**src/rtl/mem_arb_pkg.sv**
```systemverilog
// Shared types for the memory port arbiter: FSM state encodings, port IDs
// and the address alignment helper used when latching an access.
package mem_arb_pkg;

  typedef enum logic [1:0] {
    IDLE   = 2'd0,
    ACCESS = 2'd1,
    WAIT   = 2'd2,
    DONE   = 2'd3
  } state_e;

  localparam logic PORT_IF = 1'b0;
  localparam logic PORT_DM = 1'b1;

  // Word accesses are forced onto a word boundary; byte accesses keep their lane.
  function automatic logic [1:0] align_lsb(input logic byteop, input logic [1:0] lsb);
    return byteop ? lsb : 2'b00;
  endfunction

endpackage

```
**src/rtl/mem_arb_grant.sv**
```systemverilog
// Combinational winner selection between the IF and DM requesters.
// Default: data priority, with IF forced through after STARVE_MAX consecutive
// DM grants taken while IF was waiting.
// With MEM_ARB_RR_EN defined: strict round-robin on collisions, the
// starvation count is ignored.
module mem_arb_grant
  import mem_arb_pkg::*;
#(
  parameter int STARVE_MAX = 4,
  parameter int SW         = 3
) (
  input  logic          if_req,
  input  logic          dm_req,
  input  logic [SW-1:0] starve_cnt,
  input  logic          last_grant,
  output logic          gnt_port
);

`ifdef MEM_ARB_RR_EN
  logic unused_starve;
  assign unused_starve = ^starve_cnt;

  // Collision goes to whichever port was not served last.
  always_comb begin
    gnt_port = dm_req ? PORT_DM : PORT_IF;
    if (if_req && dm_req)
      gnt_port = (last_grant == PORT_IF) ? PORT_DM : PORT_IF;
  end
`else
  logic unused_last;
  assign unused_last = last_grant;

  // Collision goes to DM unless IF has been passed over STARVE_MAX times.
  always_comb begin
    gnt_port = dm_req ? PORT_DM : PORT_IF;
    if (if_req && dm_req)
      gnt_port = (starve_cnt == SW'(STARVE_MAX)) ? PORT_IF : PORT_DM;
  end
`endif

endmodule

```
**src/rtl/mem_port_arbiter.sv**
```systemverilog
// Single-port memory arbiter between instruction fetch (IF) and load/store (DM).
// One access at a time: IDLE latches the winner, ACCESS strobes the memory,
// WAIT covers MEM_LAT read latency, DONE pulses the winner's ack.
// All outputs come straight from flops.
// Build option: MEM_ARB_RR_EN selects round-robin arbitration (see mem_arb_grant).
module mem_port_arbiter
  import mem_arb_pkg::*;
#(
  parameter int MEM_LAT    = 1,
  parameter int STARVE_MAX = 4,
  parameter int AW         = 32
) (
  input  logic          Clk,
  input  logic          Reset_n,
  input  logic          if_req,
  input  logic [AW-1:0] if_addr,
  output logic          if_ack,
  output logic [31:0]   if_rdata,
  input  logic          dm_req,
  input  logic          dm_we,
  input  logic          dm_byteop,
  input  logic [AW-1:0] dm_addr,
  input  logic [31:0]   dm_wdata,
  output logic          dm_ack,
  output logic [31:0]   dm_rdata,
  output logic          mem_en,
  output logic          mem_we,
  output logic          mem_byteop,
  output logic [AW-1:0] mem_addr,
  output logic [31:0]   mem_wdata,
  input  logic [31:0]   mem_rdata,
  output logic          busy
);

  localparam int LW = (MEM_LAT < 2) ? 1 : $clog2(MEM_LAT + 1);
  localparam int SW = (STARVE_MAX < 2) ? 1 : $clog2(STARVE_MAX + 1);

  state_e          state_q, state_d;
  logic [LW-1:0]   lat_q, lat_d;
  logic [SW-1:0]   starve_q, starve_d;
  logic            last_q, last_d;
  logic            win_q, win_d;
  logic            mem_en_q, mem_en_d;
  logic            mem_we_q, mem_we_d;
  logic            mem_byteop_q, mem_byteop_d;
  logic [AW-1:0]   mem_addr_q, mem_addr_d;
  logic [31:0]     mem_wdata_q, mem_wdata_d;
  logic            if_ack_q, if_ack_d;
  logic            dm_ack_q, dm_ack_d;
  logic [31:0]     if_rdata_q, if_rdata_d;
  logic [31:0]     dm_rdata_q, dm_rdata_d;
  logic            busy_q, busy_d;
  logic            gnt_port;

  // IF addresses are word addresses; their low bits never reach the memory.
  logic unused_if_lsb;
  assign unused_if_lsb = ^if_addr[1:0];

  mem_arb_grant #(
    .STARVE_MAX (STARVE_MAX),
    .SW         (SW)
  ) u_grant (
    .if_req     (if_req),
    .dm_req     (dm_req),
    .starve_cnt (starve_q),
    .last_grant (last_q),
    .gnt_port   (gnt_port)
  );

  // Next-state, latched access fields, acks and read-data capture.
  always_comb begin
    state_d      = state_q;
    lat_d        = lat_q;
    starve_d     = starve_q;
    last_d       = last_q;
    win_d        = win_q;
    mem_en_d     = 1'b0;
    mem_we_d     = mem_we_q;
    mem_byteop_d = mem_byteop_q;
    mem_addr_d   = mem_addr_q;
    mem_wdata_d  = mem_wdata_q;
    if_ack_d     = 1'b0;
    dm_ack_d     = 1'b0;
    if_rdata_d   = if_rdata_q;
    dm_rdata_d   = dm_rdata_q;
    case (state_q)
      IDLE: begin
        if (if_req || dm_req) begin
          state_d  = ACCESS;
          mem_en_d = 1'b1;
          win_d    = gnt_port;
          last_d   = gnt_port;
          if (gnt_port == PORT_DM) begin
            mem_we_d     = dm_we;
            mem_byteop_d = dm_byteop;
            mem_addr_d   = {dm_addr[AW-1:2], align_lsb(dm_byteop, dm_addr[1:0])};
            mem_wdata_d  = dm_wdata;
            starve_d     = if_req ? starve_q + SW'(1) : '0;
          end else begin
            mem_we_d     = 1'b0;
            mem_byteop_d = 1'b0;
            mem_addr_d   = {if_addr[AW-1:2], 2'b00};
            mem_wdata_d  = '0;
            starve_d     = '0;
          end
        end
      end
      ACCESS: begin
        if (mem_we_q) begin
          state_d  = DONE;
          if_ack_d = (win_q == PORT_IF);
          dm_ack_d = (win_q == PORT_DM);
        end else begin
          state_d = WAIT;
          lat_d   = LW'(MEM_LAT);
        end
      end
      WAIT: begin
        if (lat_q == LW'(1)) begin
          state_d  = DONE;
          if_ack_d = (win_q == PORT_IF);
          dm_ack_d = (win_q == PORT_DM);
          if (win_q == PORT_IF) if_rdata_d = mem_rdata;
          else                  dm_rdata_d = mem_rdata;
        end else begin
          lat_d = lat_q - LW'(1);
        end
      end
      DONE:    state_d = IDLE;
      default: state_d = IDLE;
    endcase
    busy_d = (state_d != IDLE);
  end

  // State and output registers; reset aborts any access without an ack.
  always_ff @(posedge Clk or negedge Reset_n) begin
    if (!Reset_n) begin
      state_q      <= IDLE;
      lat_q        <= '0;
      starve_q     <= '0;
      last_q       <= PORT_IF;
      win_q        <= PORT_IF;
      mem_en_q     <= 1'b0;
      mem_we_q     <= 1'b0;
      mem_byteop_q <= 1'b0;
      mem_addr_q   <= '0;
      mem_wdata_q  <= '0;
      if_ack_q     <= 1'b0;
      dm_ack_q     <= 1'b0;
      if_rdata_q   <= '0;
      dm_rdata_q   <= '0;
      busy_q       <= 1'b0;
    end else begin
      state_q      <= state_d;
      lat_q        <= lat_d;
      starve_q     <= starve_d;
      last_q       <= last_d;
      win_q        <= win_d;
      mem_en_q     <= mem_en_d;
      mem_we_q     <= mem_we_d;
      mem_byteop_q <= mem_byteop_d;
      mem_addr_q   <= mem_addr_d;
      mem_wdata_q  <= mem_wdata_d;
      if_ack_q     <= if_ack_d;
      dm_ack_q     <= dm_ack_d;
      if_rdata_q   <= if_rdata_d;
      dm_rdata_q   <= dm_rdata_d;
      busy_q       <= busy_d;
    end
  end

  assign if_ack     = if_ack_q;
  assign dm_ack     = dm_ack_q;
  assign if_rdata   = if_rdata_q;
  assign dm_rdata   = dm_rdata_q;
  assign mem_en     = mem_en_q;
  assign mem_we     = mem_we_q;
  assign mem_byteop = mem_byteop_q;
  assign mem_addr   = mem_addr_q;
  assign mem_wdata  = mem_wdata_q;
  assign busy       = busy_q;

endmodule

```
**config.mk**
```make
export PLATFORM = sky130hd
export DESIGN_NAME = mem_port_arbiter
export DESIGN_NICKNAME = d
export VERILOG_FILES = /design/src/rtl/mem_arb_pkg.sv /design/src/rtl/mem_arb_grant.sv /design/src/rtl/mem_port_arbiter.sv
export SDC_FILE = /design/constraint.sdc
export NUM_CORES = 1
export LEC_CHECK = 0
export ABC_CLOCK_PERIOD_IN_PS = 3200
export BUFFER_PORTS_ARGS = -buffer_cell sky130_fd_sc_hd__buf_2
export CORE_ASPECT_RATIO = 0.7
export CORE_MARGIN = 2
export CORE_UTILIZATION = 39
export CTS_CLUSTER_DIAMETER = 200
export DETAILED_ROUTE_END_ITERATION = 10
export PLACE_DENSITY_LB_ADDON = 0.25
export SETUP_SLACK_MARGIN = 0.5
export SYNTH_ARGS = -nofsm -noshare
export SYNTH_HDL_FRONTEND = slang
export SYNTH_SLANG_ARGS = --single-unit
```
**constraint.sdc**
```tcl
create_clock -name Clk -period 3.2 [get_ports Clk]
set_clock_uncertainty 0.15 [all_clocks]
set_input_delay 0.32 -clock Clk [delete_from_list [all_inputs] [get_ports Clk]]
set_output_delay 0.32 -clock Clk [all_outputs]
set_load 0.05 [all_outputs]
```
Word-level counts from Yosys, hierarchy flattened
Index checks and enable logic that the tools add are counted.
- eq/ne operators: 5
- bitwise logic cells: 1
- add/sub/neg operators: 2
- mux-type cells: 25
- reduce and logical (&&, ||, !) cells: 9
- operator list (kind ; number):
    $mux W32 ; 2
    $mux W1 ; 14
    $pmux W2 S4 ; 1
    $mux W2 ; 3
    $mux W3 ; 2
    $pmux W1 S2 ; 3
    $reduce_and A3 Y1 ; 2
    $eq A2 B2 Y1 const B ; 2
    $reduce_and A2 Y1 ; 2
    $reduce_bool A2 Y1 ; 2
    $add A3 B1 Y3 const B ; 1
    $eq A3 B3 Y1 const B ; 1
    $eq A2 B1 Y1 const B ; 1
    $logic_not A2 Y1 ; 1
    $ne A2 B2 Y1 const B ; 1
    $logic_and A1 B1 Y1 ; 1
    $logic_or A1 B1 Y1 ; 1
    $not A1 Y1 ; 1
    $sub A1 B1 Y1 const B ; 1
- register bits after elaboration: 141
- input bits: 134
- output and inout port bits: 134
- logic and storage cells: 56

Depth between registers and ports, before layout
- word-level depth: 4
- gate-level depth with buffers: 8
- gate-level depth less buffers: 6

Cells and area by module
From an unflattened synthesis, not the netlist that was laid out.
- cells, all modules: 468
- area, all modules: 5929.4 µm²
- modules (own cells, without submodules) (module ; area each (µm²) ; sequential area each (µm²) ; times used ; cells an instance):
    mem_port_arbiter ; 5916.9 ; 3528.4 ; 1 ; 466
    mem_arb_grant ; 12.5 ; 0.0 ; 1 ; 2

Worst setup path after synthesis
Ideal clock, no wire load.
- path type: register to register
- start: register state_q[0]
- end: register dm_rdata_q[10], in the netlist dm_rdata[10]
- cell stages (with the launch flop): 7
- slack: 1434 ps
- setup time: 125 ps
- arrival time: 1491 ps
- path through: dfrtp_1 inv_1 ha_1 buf_2 nand3_1 buf_2 mux2_2
- word-level cells in the longest chain between the ends: 2
- ends and longest elaborated chain (item ; RTL line ; text):
    from (decl) ; mem_port_arbiter.sv:38 ; state_e state_q, state_d;
    from (signal assigned) ; mem_port_arbiter.sv:154 ; state_q <= state_d;
    $eq A2 B2 Y1 ; mem_port_arbiter.sv:86 ; case (state_q)
    $reduce_and A3 Y1 (no line) ; -- ;
    to (signal assigned) ; mem_port_arbiter.sv:167 ; dm_rdata_q <= dm_rdata_d;
    to (decl) ; mem_port_arbiter.sv:51 ; logic [31:0] dm_rdata_q, dm_rdata_d;
No other way between the ends.
A chain may end at the register's enable or synchronous reset.

Worst setup path in the final report
- start: register starve_q[0]
- end: register mem_addr_q[13], in the netlist mem_addr[13]
- word-level cells in the longest chain between the ends: 4
- ends and longest elaborated chain (item ; RTL line ; text):
    from (decl) ; mem_port_arbiter.sv:40 ; logic [SW-1:0] starve_q, starve_d;
    from (signal assigned) ; mem_port_arbiter.sv:156 ; starve_q <= starve_d;
    $eq A3 B3 Y1 ; mem_arb_grant.sv:37 ; gnt_port = (starve_cnt == SW'(STARVE_MAX)) ? PORT_IF : PORT_DM;
    $mux W1 ; mem_arb_grant.sv:37 ;
    $mux W1 ; mem_arb_grant.sv:36 ; if (if_req && dm_req)
    $mux W32 ; mem_port_arbiter.sv:93 ; if (gnt_port == PORT_DM) begin
    to (signal assigned) ; mem_port_arbiter.sv:162 ; mem_addr_q <= mem_addr_d;
    to (decl) ; mem_port_arbiter.sv:46 ; logic [AW-1:0] mem_addr_q, mem_addr_d;
No other way between the ends.

==> impl_metrics.toml <==
[die]
core_area_um2 = 14580
initial_utilization = 0.3953
die_h_um = 105.7
die_width_um = 149.3
dieArea_um2 = 15780
rows = 37
io_pins = 268

[detailed_routing]
drc = 0
firstDrtPassIters = 7
post_drt_wl_per_cell_um = 16.41
vias_per_cell = 5.015
vias = 5030
antenna_left = 0
drtIter0Drc = 217
wirelength_mm = 16.46

[setup_path]
worst_path_dominant_cell_family = "simple AND/OR/NAND/NOR gates"
crit_slowest_cell = "and2_1"
crit_path_max_fanout = 30
cp.required_ns = 3.28
critical_path_class = "reg -> reg"
slowest_delay_ns = 0.98
start_kind = "flop"
cp.arrival_ns = 2.53
crit_path_end_kind = "flop"
cp_cell_sequence = "inv_1 -> ha_1 -> nand3_2 -> and2_1 -> o211ai_1"
critPathBufInv = 1

[clock_tree]
cts_buffer_depth = 2
h-tree-depth = 4
worstSkewPairLatency_ns = 0.41
clkSlewWorstSetupHoldPaths_ns = 0.06
cts_setup_buffers = 0
cts-hold-fix-buffers = 55
cts-resized-gates = 0
cts_buffers = 17
cts.sink_count = 141
cts_tree = "yes"
root_buffer = "clkbuf_16"

[cells_and_area]
nets = 935
n_antenna_cell = 0
layout_commonest_cell = "buf_2"
fill_cells = 1232
layout-drive-gt1-share = 0.4567
final_core_util = 0.5776
most-common-layout-cells = "buf_2, dfrtp_1, nand2_1, mux2_2, dlygate4sd3_1"
syn2layout_area_growth_pct = 46.13

[global_route]
grt_pass1_wl_mm = 25.89
grt_usage = 0.2099
grt_pass1_vias = 5147
grt-ovfl-total = 0
grt_start_max_net_pins = 70
antenna_found_initial = 0

[yosys]
synth_area_leaders = "dfrtp_1, mux2_2, nand2_1"
ys_async_sr_fraction = 1.000
synth.largest_area_cell = "dfrtp_1"
ys.flop_type = "dfrtp_1"
synth-seq-cells = 141
synth-edff-count = 0
yosysSeqAreaShare = 0.6121
synth_top_area_share = 0.6121
syn-cell-area_um2 = 5764
synth_cell_types = 33
netlist_instances = 484
syn_avg_cell_area_um2 = 11.91
synth.net_count = 624
synth_warnings = 0

[run]
cap_violations = 0

[sta]
tightest_slew_ns = 1.198
slew_headroom = 0.2011
rsz0062_at_grt = "false"
setup_ws_ns = 0.7507
finalHoldViolCount = 0
fin_crit_ns = 2.449
setup_violations = 0
fmax_ghz = 0.4083
fin_crit_sh = 0.7654
fin_setup_tns_ns = 0
slew_violations = 0

[placement]
dp.final_hpwl_mm = 10.92
gp_congestion = 0.7459
io_buffers = 265
pre_cts_ws_ns = 0.6948

[outcome]
outcome = "completed"

[pwr]
total_power_w = 0.01096
power_leakage_nw = 4.107
irDropWorstVdd_v = 0.0005812
power_per_cell_area_nw_per_um2 = 1301

[hold_path]
worstHoldPathType = "in -> reg"
==> kinds of logic after synthesis <==
family                   share of synthesized area
multiplexers                                0.1270
flip-flops                                  0.6121
adder cells (fa/ha/maj)                    0.01302
AO/OA/AOI/OAI                              0.09920
buffers and inverters                      0.03560
AND/OR/NAND/NOR                             0.1131
==> synth_stat cells (6+ instances only) <==
cell        n
dfrtp_1   141
nand2_1   104
mux2_2     59
nand4_1    30
o211ai_1   30
clkbuf_1   19
o21ai_0    15
a22o_1     14
buf_2      14
o21ai_1     8
ha_1        6
inv_1       6
mux2_1      6
==> per-stage QoR <==
step / hold WS, ns / area, µm² / instances
after global placement: 0.1096 / 7242 / 915
after detailed placement: 0.1184 / 7242 / 915
final: 0.02035 / 8423 / 1003
after floorplan: -0.1256 / 5764 / 484
after global routing: 0.001909 / 8423 / 1003
after CTS: 0.0005902 / 8413 / 1002
==> path summary, 6_finish.rpt <==
path                               start           end  slack [ns]  cells past startpoint
max                          starve_q[0]  mem_addr[13]        0.75                      5
min                        mem_rdata[30]  dm_rdata[30]        0.02                      2
max reg2reg                  starve_q[0]  mem_addr[13]        0.75                      5
min reg2reg                        win_q        if_ack        0.32                      1
max in group asynchronous        Reset_n         lat_q        1.86                      3
min in group asynchronous        Reset_n  dm_rdata[13]        0.26                      2
==> routing by layer <==
metal  part of all wire  track usage  wire length [µm]
met5                  0            0                 0
met3              0.076      0.06320              1259
met4              0.016      0.08231               262
met2               0.48       0.3440              7841
met1               0.43       0.2610              7097
==> power by group <==
part,internal (W),total [W],switching (W)
clock network,0.00126,0.00205,0.000786
registers,0.00265,0.00309,0.000447
logic,0.00150,0.00582,0.00432
==> state kept, by name, indices dropped and copies added (netlist names) <==
register	count
mem_en	1
mem_wdata	32
if_ack	1
busy	1
win_q	1
mem_addr	32
mem_byteop	1
starve_q	3
if_rdata	32
mem_we	1
state_q	2
dm_rdata	32
dm_ack	1
lat_q	1
==> cell type report <==
| type | count | area (µm²) | area share |
|---|---|---|---|
| tap | 195 | 244.0 | 0.02897 |
| multi-input combinational | 299 | 2038 | 0.2420 |
| clock buffer | 18 | 439.2 | 0.05214 |
| clock inverter | 14 | 181.4 | 0.02154 |
| timing repair buffer | 329 | 1966 | 0.2334 |
| sequential | 141 | 3528 | 0.4189 |
| inverter | 7 | 26.28 | 0.003119 |
(Power assumes the default switching activity.)
